`config.mk`:
```
export PLATFORM = sky130hd
export DESIGN_NAME = cache_axi_bridge
export DESIGN_NICKNAME = d
export VERILOG_FILES = /design/src/rtl/cache_axi_bridge.sv
export SDC_FILE = /design/constraint.sdc
export NUM_CORES = 1
export LEC_CHECK = 0
export ABC_AREA = 1
export BUFFER_PORTS_ARGS = -buffer_cell sky130_fd_sc_hd__buf_2
export CORE_AREA = 4 4 182 184
export CTS_BUF_LIST = sky130_fd_sc_hd__clkbuf_16
export CTS_CLUSTER_SIZE = 28
export DETAILED_ROUTE_END_ITERATION = 6
export DIE_AREA = 0 0 186 188
export GPL_ROUTABILITY_DRIVEN = 0
export PLACE_DENSITY = 0.72
export SYNTH_ARGS = -nofsm -noshare
export SYNTH_HDL_FRONTEND = slang
export SYNTH_SLANG_ARGS = --single-unit
```
`constraint.sdc`:
```
create_clock -name clk -period 7.2 [get_ports clk]
set_clock_uncertainty 0.05 [all_clocks]
set_input_delay 1.44 -clock clk [delete_from_list [all_inputs] [get_ports clk]]
set_output_delay 1.44 -clock clk [all_outputs]
set_load 0.05 [all_outputs]
```
`src/rtl/cache_axi_bridge.sv`:
```
// Cache-line AXI master: turns each refill/writeback line request into one INCR burst.
// Read and write channels run as independent FSMs; a read that hits a line being written back waits.
module cache_axi_bridge #(
    parameter int unsigned LINE_WORDS = 4,
    parameter int unsigned WORD_W     = 32
) (
    input  logic                         clk,
    input  logic                         resetn,
    input  logic                         rd_req,
    input  logic [31:0]                  rd_addr,
    output logic                         rd_rdy,
    output logic                         ret_valid,
    output logic [LINE_WORDS*WORD_W-1:0] ret_data,
    input  logic                         wr_req,
    input  logic [31:0]                  wr_addr,
    input  logic [LINE_WORDS*WORD_W-1:0] wr_data,
    output logic                         wr_rdy,
    output logic                         wr_valid,
    output logic [31:0]                  araddr,
    output logic                         arvalid,
    input  logic                         arready,
    input  logic [WORD_W-1:0]            rdata,
    input  logic                         rlast,
    input  logic                         rvalid,
    output logic                         rready,
    output logic [31:0]                  awaddr,
    output logic                         awvalid,
    input  logic                         awready,
    output logic [WORD_W-1:0]            wdata,
    output logic                         wlast,
    output logic                         wvalid,
    input  logic                         wready,
    input  logic                         bvalid,
    output logic                         bready
);

    localparam int unsigned CntW = (LINE_WORDS > 1) ? $clog2(LINE_WORDS) : 1;
    localparam logic [CntW-1:0] LastBeat = CntW'(LINE_WORDS - 1);

    typedef enum logic [1:0] {RdIdle, RdAr, RdData, RdDone} rd_state_e;
    typedef enum logic [2:0] {WrIdle, WrAw, WrData, WrResp, WrDone} wr_state_e;

    rd_state_e         r_rd_state;
    logic [CntW-1:0]   r_rcnt;
    logic [31:0]       r_araddr;
    logic              r_arvalid;
    logic              r_rready;
    logic              r_ret_valid;
    logic [WORD_W-1:0] r_ret_words [LINE_WORDS];

    wr_state_e         r_wr_state;
    logic [CntW-1:0]   r_wcnt;
    logic [31:0]       r_awaddr;
    logic              r_awvalid;
    logic              r_wvalid;
    logic              r_bready;
    logic              r_wr_valid;
    logic [WORD_W-1:0] r_wbuf [LINE_WORDS];

    logic w_rd_fire;
    logic w_wr_fire;
    logic w_raw_hit;
    logic w_unused_addr;

    // Line offset bits are don't-care: every burst starts on a line boundary.
    assign w_unused_addr = ^{rd_addr[3:0], wr_addr[3:0]};

    assign wr_rdy    = resetn && (r_wr_state == WrIdle);
    assign w_wr_fire = wr_req && wr_rdy;

    // Hold off a refill of a line that is still being (or about to be) written back.
    assign w_raw_hit = ((r_wr_state != WrIdle) && (r_awaddr[31:4] == rd_addr[31:4])) ||
                       (w_wr_fire && (wr_addr[31:4] == rd_addr[31:4]));
    assign rd_rdy    = resetn && (r_rd_state == RdIdle) && !w_raw_hit;
    assign w_rd_fire = rd_req && rd_rdy;

    assign araddr    = r_araddr;
    assign arvalid   = r_arvalid;
    assign rready    = r_rready;
    assign ret_valid = r_ret_valid;

    assign awaddr    = r_awaddr;
    assign awvalid   = r_awvalid;
    assign wvalid    = r_wvalid;
    assign wdata     = r_wbuf[r_wcnt];
    assign wlast     = r_wvalid && (r_wcnt == LastBeat);
    assign bready    = r_bready;
    assign wr_valid  = r_wr_valid;

    for (genvar g = 0; g < LINE_WORDS; g++) begin : g_ret
        assign ret_data[g*WORD_W +: WORD_W] = r_ret_words[g];
    end

    always_ff @(posedge clk) begin
        if (!resetn) begin
            r_rd_state  <= RdIdle;
            r_rcnt      <= '0;
            r_araddr    <= '0;
            r_arvalid   <= 1'b0;
            r_rready    <= 1'b0;
            r_ret_valid <= 1'b0;
            for (int i = 0; i < LINE_WORDS; i++) r_ret_words[i] <= '0;
        end else begin
            r_ret_valid <= 1'b0;
            unique case (r_rd_state)
                RdIdle: begin
                    if (w_rd_fire) begin
                        r_araddr   <= {rd_addr[31:4], 4'h0};
                        r_arvalid  <= 1'b1;
                        r_rd_state <= RdAr;
                    end
                end
                RdAr: begin
                    if (arready) begin
                        r_arvalid  <= 1'b0;
                        r_rready   <= 1'b1;
                        r_rd_state <= RdData;
                    end
                end
                RdData: begin
                    if (rvalid) begin
                        r_ret_words[r_rcnt] <= rdata;
                        if (rlast) begin
                            r_rcnt      <= '0;
                            r_rready    <= 1'b0;
                            r_ret_valid <= 1'b1;
                            r_rd_state  <= RdDone;
                        end else if (r_rcnt != LastBeat) begin
                            r_rcnt <= r_rcnt + CntW'(1);
                        end
                    end
                end
                RdDone: r_rd_state <= RdIdle;
                default: r_rd_state <= RdIdle;
            endcase
        end
    end

    always_ff @(posedge clk) begin
        if (!resetn) begin
            r_wr_state <= WrIdle;
            r_wcnt     <= '0;
            r_awaddr   <= '0;
            r_awvalid  <= 1'b0;
            r_wvalid   <= 1'b0;
            r_bready   <= 1'b0;
            r_wr_valid <= 1'b0;
            for (int i = 0; i < LINE_WORDS; i++) r_wbuf[i] <= '0;
        end else begin
            r_wr_valid <= 1'b0;
            unique case (r_wr_state)
                WrIdle: begin
                    if (w_wr_fire) begin
                        r_awaddr   <= {wr_addr[31:4], 4'h0};
                        for (int i = 0; i < LINE_WORDS; i++) begin
                            r_wbuf[i] <= wr_data[i*WORD_W +: WORD_W];
                        end
                        r_awvalid  <= 1'b1;
                        r_wr_state <= WrAw;
                    end
                end
                WrAw: begin
                    if (awready) begin
                        r_awvalid  <= 1'b0;
                        r_wvalid   <= 1'b1;
                        r_wr_state <= WrData;
                    end
                end
                WrData: begin
                    if (wready) begin
                        if (r_wcnt == LastBeat) begin
                            r_wcnt     <= '0;
                            r_wvalid   <= 1'b0;
                            r_bready   <= 1'b1;
                            r_wr_state <= WrResp;
                        end else begin
                            r_wcnt <= r_wcnt + CntW'(1);
                        end
                    end
                end
                WrResp: begin
                    if (bvalid) begin
                        r_bready   <= 1'b0;
                        r_wr_valid <= 1'b1;
                        r_wr_state <= WrDone;
                    end
                end
                WrDone: r_wr_state <= WrIdle;
                default: r_wr_state <= WrIdle;
            endcase
        end
    end

endmodule

```
==> out/results.ini <==
[outcome]
status = complete, no violations

[yosys]
async_reset_ff_frac = 0
yosysMostFrequentCell = nor2_1
syn_area_sq_mm = 0.01405
synth_top_area_frac = 0.5473
syn_area_per_cell_sq_um = 9.810
ys_top_cells_by_count = 361 x nor2_1, 256 x edfxtp_1, 225 x inv_1
synth_top_flop_cell = edfxtp_1
synth_top_area_cell = edfxtp_1
seq_area_frac_synth = 0.6527
synth_edf_count = 256
ys_seq_elements = 330
synth.distinct_cells = 35
syn_inst = 1432
synth_warnings = 0
synth.area.top_cells = edfxtp_1 55%, dfxtp_1 11%, nor2_1 9.6%, inv_1 6.0%, nand2_1 3.8%

[power]
intPower_w = 0.003730
powerDensity_mw_per_mm2 = 326.6
p_switching_w = 0.002076
combPwrFrac = 0.275
ir_drop_mv = 0.1924
sequentialPowerShare = 0.421
switching_share = 0.3575
leakagePower_nw = 8.606
power.share.clock = 0.304

[critical_path]
cp-start-kind = flip-flop
crit_type = flip-flop to primary output
end_kind = primary output
path_max_fanout = 65
r2r_cells = 9
required_ns = 5.71
cp.arrival_ns = 3.32

[place]
dpl_cell_area_sq_mm = 0.01663
portBuffers = 451
dp_slack_ns = 2.802
dp_hpwl_um = 27870
place_inst = 2230

[timing]
finalWorstSetupSlack_ns = 2.391
setup_viol = 0
maxSlewViolCount = 0
finalHoldViolCount = 0
fin_setup_tns_ns = 0
relSlewSlack = 0.2126
rsz0062_at_grt = false
worstMarginPinSlew_ns = 1.181
fin_crit_ns = 4.809
fin_crit_sh = 0.6679
clock.fmax_mhz = 207.9

[detailed_routing]
ant_nets = 0
routedWlPerCell_um = 17.20
vias = 11270
drc = 0
routed_wl_um = 39550
drt-vias-per-instance = 4.902
first_iter_violations = 785
first_pass_iters = 5

[worst_hold_path]
holdCritPathClass = flip-flop to flip-flop
hold_depth = 2

[clock_tree]
ctsRootBufferMaster = clkbuf_16
cts_buffers = 37
clock_latency_ns = 0.51
hold_buffers = 0
clock_sinks = 330
ctsResizeCount = 0
clk_pin_slew_ns = 0.06
cts_max_path_buffers = 3
cts_tree = built
postCtsSetupBuffers = 0
htree_num_levels = 2

[job]
maxCapViolations = 0

[die]
dieArea_sq_mm = 0.03497
fp.dieW_um = 186
start_util = 0.4475
die_h_um = 188
fp.coreArea_sq_mm = 0.03139
io_pins = 468
fp-row-count = 65

[layout]
drive_gt1_frac = 0.2847
instances_no_fill = 2299
finalInstanceArea_sq_mm = 0.01778
nets = 2107
fillers = 2737
syn_to_final_growth_pct = 26.54
final_util = 0.5662

[global_route]
grt_pass1_vias = 11290
grt_pass1_wl_um = 60200
grt_max_degree = 107
track_usage = 0.2154
grt.overflow.total = 0
antenna_found_initial = 5

cells by family (layout without fill, tap and decap cells):
logic type | Yosys count | count (layout) | synth area share
compound gates | 191 | 191 | 0.07624
flops | 330 | 330 | 0.6527
other cells | 1 | 12 | 0.0002670
fa+ha+maj | 6 | 6 | 0.005344
buf+inv | 306 | 760 | 0.08640
simple gates | 565 | 565 | 0.1585
xor+xnor | 33 | 33 | 0.02058
through the flow:
step	hold slack (ns)	power (W)
floorplan	0.4175	0.003646
global placement	0.3942	0.004050
detailed placement	0.4011	0.004086
CTS	0.4164	0.005858
global route	0.4426	0.006074
finish	0.4157	0.005806
cells in the final DEF, fill, tap and decap left out, drive strengths merged, types with 27 or more instances in the layout:
master,n
clkbuf,38
o22ai,38
dfxtp,74
inv,242
nor2,362
a21oi,36
o21ai,108
edfxtp,256
nor3,33
xnor2,27
nand2,145
buf,467
power groups by stage:
| stage | Clock (W) | Combinational, W | Sequential [W] |
|---|---|---|---|
| 2_1_floorplan | 0 | 0.000760 | 0.00289 |
| 3_3_place_gp | 0 | 0.00158 | 0.00247 |
| 3_5_place_dp | 0 | 0.00160 | 0.00248 |
| 4_1_cts | 0.00180 | 0.00161 | 0.00244 |
| 5_1_grt | 0.00189 | 0.00171 | 0.00247 |
| 6_report | 0.00177 | 0.00160 | 0.00244 |
area by class of cell:
class | count | area [sq um] | area share
multi-input combinational | 803 | 3724 | 0.2095
sequential | 330 | 9170 | 0.5159
tap | 402 | 503.0 | 0.02830
clock inverter | 27 | 182.7 | 0.01028
timing repair buffer | 467 | 2377 | 0.1337
antenna | 4 | 10.01 | 0.0005631
clock buffer | 38 | 950.9 | 0.05349
inverter | 228 | 858.3 | 0.04829
worst max-delay path, cell delays in order (launching register included):
cell	delay [ns]
dfxtp_2	0.32
buf_4	0.52
clkinv_1	0.84
buf_4	0.52
o21ai_0	0.20
o22ai_1	0.14
buf_2	0.24
path summary, 6_finish.rpt:
kind / slack, ns / end / from
worst max-delay path: 2.39 / wdata[4] / flip-flop
worst min-delay path: 0.42 / araddr[30] / araddr[30]
worst max register to register: 3.95 / r_ret_words[0][3] / r_rd_state[0]
worst min register to register: 0.42 / araddr[30] / araddr[30]
per-layer routing:
layer,routed length (um),GRT usage,vias up
li1,-,-,5473
met4,1103,0.06811,2
met2,20340,0.3857,470
met3,3349,0.04869,76
met1,14750,0.2552,5248
met5,8,0,-
registers in the layout, indices dropped and copies added (netlist names), 2 cells and up, named ones only:
name,flops
awaddr,28
r_rcnt,2
r_rd_state,2
r_ret_words,128
r_wr_state,3
r_wcnt,2
r_wbuf,128
araddr,28
(Power assumes the default switching activity.)
